## src/rtl/operand_compare_stage_pkg.sv

```systemverilog
// Shared definitions for the operand sequencing stage in front of the `equals` comparator.
package operand_compare_stage_pkg;

  localparam int unsigned DEFAULT_WIDTH     = 32;
  localparam int unsigned DEFAULT_CNT_WIDTH = 8;

  typedef enum logic [1:0] {
    ST_WAIT_X = 2'd0,
    ST_WAIT_Y = 2'd1,
    ST_CMP    = 2'd2,
    ST_RESULT = 2'd3
  } state_t;

endpackage

```

## src/rtl/operand_compare_stage_sat_counter.sv

```systemverilog
// Unsigned up-counter that sticks at all-ones; clear wins over a same-cycle increment.
module sat_counter
  import operand_compare_stage_pkg::*;
#(
  parameter int unsigned W = DEFAULT_CNT_WIDTH
) (
  input  logic         clk,
  input  logic         rst,
  input  logic         clr,
  input  logic         inc,
  output logic [W-1:0] count
);

  logic [W-1:0] count_q, count_d;

  always_comb begin
    count_d = count_q;
    if (clr) begin
      count_d = '0;
    end else if (inc && (count_q != '1)) begin
      count_d = count_q + 1'b1;
    end
  end

  always_ff @(posedge clk) begin
    if (rst) begin
      count_q <= '0;
    end else begin
      count_q <= count_d;
    end
  end

  assign count = count_q;

endmodule

```

## src/rtl/operand_compare_stage.sv

```systemverilog
// Collects X then Y over one bus, holds them on the external `equals`, and registers its answer.
module operand_compare_stage
  import operand_compare_stage_pkg::*;
#(
  parameter int unsigned WIDTH     = DEFAULT_WIDTH,
  parameter int unsigned CNT_WIDTH = DEFAULT_CNT_WIDTH
) (
  input  logic                 clk,
  input  logic                 rst,
  input  logic [WIDTH-1:0]     in_data,
  input  logic                 in_valid,
  output logic                 in_ready,
  output logic [WIDTH-1:0]     x_out,
  output logic [WIDTH-1:0]     y_out,
  output logic                 op_valid,
  input  logic                 eq_in,
  output logic                 result,
  output logic                 result_valid,
  input  logic                 result_ready,
  input  logic                 cnt_clr,
  output logic [CNT_WIDTH-1:0] cmp_count,
  output logic [CNT_WIDTH-1:0] eq_count
);

  state_t           state_q, state_d;
  logic [WIDTH-1:0] x_q, x_d;
  logic [WIDTH-1:0] y_q, y_d;
  logic             result_q, result_d;
  logic             cmp_inc, eq_inc;

  // Handshake outputs decode from state alone, so no input reaches an output combinationally.
  always_comb begin
    in_ready     = (state_q == ST_WAIT_X) || (state_q == ST_WAIT_Y);
    op_valid     = (state_q == ST_CMP);
    result_valid = (state_q == ST_RESULT);
  end

  always_comb begin
    state_d  = state_q;
    x_d      = x_q;
    y_d      = y_q;
    result_d = result_q;
    cmp_inc  = 1'b0;
    eq_inc   = 1'b0;
    case (state_q)
      ST_WAIT_X: begin
        if (in_valid) begin
          x_d     = in_data;
          state_d = ST_WAIT_Y;
        end
      end
      ST_WAIT_Y: begin
        if (in_valid) begin
          y_d     = in_data;
          state_d = ST_CMP;
        end
      end
      ST_CMP: begin
        result_d = eq_in;
        cmp_inc  = 1'b1;
        eq_inc   = eq_in;
        state_d  = ST_RESULT;
      end
      ST_RESULT: begin
        if (result_ready) begin
          state_d = ST_WAIT_X;
        end
      end
      default: state_d = ST_WAIT_X;
    endcase
  end

  always_ff @(posedge clk) begin
    if (rst) begin
      state_q  <= ST_WAIT_X;
      x_q      <= '0;
      y_q      <= '0;
      result_q <= 1'b0;
    end else begin
      state_q  <= state_d;
      x_q      <= x_d;
      y_q      <= y_d;
      result_q <= result_d;
    end
  end

  assign x_out  = x_q;
  assign y_out  = y_q;
  assign result = result_q;

  sat_counter #(.W(CNT_WIDTH)) u_cmp_cnt (
    .clk   (clk),
    .rst   (rst),
    .clr   (cnt_clr),
    .inc   (cmp_inc),
    .count (cmp_count)
  );

  sat_counter #(.W(CNT_WIDTH)) u_eq_cnt (
    .clk   (clk),
    .rst   (rst),
    .clr   (cnt_clr),
    .inc   (eq_inc),
    .count (eq_count)
  );

endmodule

```

## config.mk

```make
export PLATFORM = sky130hd
export DESIGN_NAME = operand_compare_stage
export DESIGN_NICKNAME = d
export VERILOG_FILES = /design/src/rtl/operand_compare_stage_pkg.sv /design/src/rtl/operand_compare_stage_sat_counter.sv /design/src/rtl/operand_compare_stage.sv
export SDC_FILE = /design/constraint.sdc
export NUM_CORES = 1
export LEC_CHECK = 0
export CORE_MARGIN = 2
export CORE_UTILIZATION = 40
export CTS_BUF_LIST = sky130_fd_sc_hd__clkbuf_8 sky130_fd_sc_hd__clkbuf_16
export DETAILED_ROUTE_END_ITERATION = 8
export PLACE_DENSITY = 0.82
export SYNTH_ARGS = -nofsm -noshare
export SYNTH_HDL_FRONTEND = slang
export SYNTH_HIERARCHICAL = 1
export SYNTH_SLANG_ARGS = --single-unit
```

## constraint.sdc

```tcl
create_clock -name clk -period 1.7 [get_ports clk]
set_input_delay 0.34 -clock clk [delete_from_list [all_inputs] [get_ports clk]]
set_output_delay 0.34 -clock clk [all_outputs]
set_load 0.1 [all_outputs]
```

==> run metrics <==
diode count=0; CTS hold repair buffers=0; I/O pin total=122; Max Slew Vio Count=0; # setup viols final=0; design area=0.00599 sq mm; placed instance area=0.00570 sq mm; multi-input logic area=0.00169 sq mm; Post-Syn Instances=399; Ys Warns=6; Synth Register Bits=83; dpl ws=-77.8 ps; wire length on met3=597 um; CTS tree=done; crit path DAT=1340 ps; Area growth syn-to-layout=71.1%; CTS Buf Count=9; Site Rows=34; Worst-Skew Late Latency=350 ps; clock slew at reported path FFs=90 ps; highest metal used=met4; Worst Skew=9.04 ps; die area=0.00951 sq mm; Syn Area/Cell=8.77 sq um; vias in the first global route=3,307; Hold Vio Cnt, Final=0; DRT iter0 DRCs=112; Post-Layout Cell Count=639; critical path fanouts, max=6; fraction of layout cells with a size suffix above 1=0.367; Worst Tran Pin Value=471 ps; Max-Cap Viols=0; first-pass GRT wire length=16.0 mm; logic gate share of total power=0.543; Sequential cell area=0.00169 sq mm; Starting Density=0.407; total grt overflow=0; largest net degree at the start of global routing=28; GPL Wtd Cong=0.891; Final HPWL DP=7.36 mm; chip height=97.5 um; DR pass1 iterations=4; Final Util=0.697; initial antenna violation count=0; vias per std cell=5.15; CTS Root Cell=clkbuf_8; synth unique cells=32; Mapped Area=0.00350 sq mm; final worst slack=24.8 ps; DR WL/cell=15.7 um; Metal-1 WL=3.96 mm; NetSw=0.00423 W; Peak VDD IR=1240 uV; hold path cells=2; Core ar.=0.00859 sq mm; Reg power frac=0.283; reg2reg path depth=6; clk sinks=83; drt drc=0; post-route clock period utilization=0.985; DIE WIDTH=97.5 um; Static Leak=2.22 nW; Final #Nets=571; Sw Share=0.467; Startpoint Class=register; met2 wire len=5.29 mm; post-layout min period=1680 ps; total number of vias=3,289; Cell Pwr Density=1520 mW/mm^2; I/O Buffers=121; status=finished clean; Int Power=0.00484 W; Global Route Usage Sum=0.205; WP data required=1360 ps; drt total wl=10.1 mm; Placed Cells=620; fmax=0.597 GHz; Routed Antenna Nets=0; Mapped Nets=444; clk buf depth=2; crit path kind=register to output port; Critical Path End Type=output port; Seq/Total Area, Yosys=0.475; Tightest Hold Check Type=input pin to register; Clock power frac=0.174; slew margin rel.=0.685; CTS H-tree depth=3; FILL cells=609
## worst max-delay path, stage by stage, from the launching register on
cell,delay (ps)
dfxtp_4,370
buf_4,140
ha_4,180
buf_4,140
buf_12,160
## final cells by class
type	count	area share
Tap cell	108	0.0226
Clock inverter	4	0.00898
Multi-Input combinational cell	286	0.282
Inverter	7	0.00522
Timing Repair Buffer	139	0.369
Clock buffer	12	0.0295
Sequential cell	83	0.283
## cells in the final DEF, fill, tap and decap left out, drive strengths merged, types with 2 or more instances in the layout
master	synthesis	final
nand2	142	142
buf	21	102
dfxtp	83	83
a21oi	74	74
clkdlybuf4s50	0	36
clkbuf	2	13
mux2i	8	8
inv	7	8
ha	7	7
or3	6	6
and3	6	6
a21boi	6	6
nor2	5	5
nand3	4	4
nand4	4	4
and4	4	4
and2	3	3
clkinv	0	2
nor4	2	2
o21ai	2	2
or4	2	2
a31oi	2	2
a2111oi	2	2
and3b	2	2
## synth_stat cells (all sizes together)
library cell | n | area (sq um)
nand2 | 142 | 541
dfxtp | 83 | 1660
a21oi | 74 | 524
buf | 21 | 160
mux2i | 8 | 80.1
ha | 7 | 87.6
inv | 7 | 26.3
a21boi | 6 | 52.6
and3 | 6 | 37.5
or3 | 6 | 37.5
nor2 | 5 | 18.8
and4 | 4 | 35.0
nand3 | 4 | 20.0
nand4 | 4 | 25.0
and2 | 3 | 18.8
a2111oi | 2 | 55.1
a31oi | 2 | 12.5
and3b | 2 | 17.5
clkbuf | 2 | 7.51
nor4 | 2 | 12.5
o21ai | 2 | 10.0
or4 | 2 | 15.0
a211oi | 1 | 7.51
a311oi | 1 | 8.76
a41o | 1 | 10.0
nand2b | 1 | 6.26
o21bai | 1 | 11.3
## sequential cells by signal, indices dropped and copies added (netlist names)
register / count
y_out: 32
u_eq_cnt/count: 8
result: 1
state_q: 2
u_cmp_cnt/count: 8
x_out: 32
## worst paths after layout
check	startpoint	slack [ps]	end
max	state_q[1]	20	op_valid
min	rst	320	u_cmp_cnt/count[5]
max reg2reg	state_q[0]	60	u_eq_cnt/count[6]
min reg2reg	x_out[24]	500	x_out[24]
## per-layer routing
layer  up-vias  track usage
li1       1591            -
met2       102        0.372
met5         -            0
met1      1577        0.232
met4         0       0.0769
met3        19       0.0468
## logic make-up after synthesis
group	Yosys count	synth area share
compound gates	90	0.198
flops	83	0.475
simple gates	181	0.224
fa+ha+maj	7	0.0250
buf+inv	30	0.0554
mux	8	0.0229
## through the flow
step / total power (W) / setup TNS (ps) / hold WS [ps]
2_1_floorplan: 0.00565 / -227 / 397
3_3_place_gp: 0.00731 / -61.9 / 480
3_5_place_dp: 0.00739 / -404 / 486
4_1_cts: 0.00905 / 0 / 305
5_1_grt: 0.00940 / -8.01 / 321
6_report: 0.00908 / 0 / 320
## power by group through the flow
stage	Clock, W	Sequential, W	Combinational [W]
2_1_floorplan	0	0.00429	0.00136
3_3_place_gp	0	0.00257	0.00474
3_5_place_dp	0	0.00259	0.00481
4_1_cts	0.00161	0.00256	0.00488
5_1_grt	0.00169	0.00260	0.00512
6_report	0.00158	0.00257	0.00493
## timing repair
item	CTS	global route
pin swaps	0	1
setup buffers	0	3
gates resized for setup	8	5
setup endpoints to repair	1	4
Note: power is estimated with default switching activity, not from simulation.
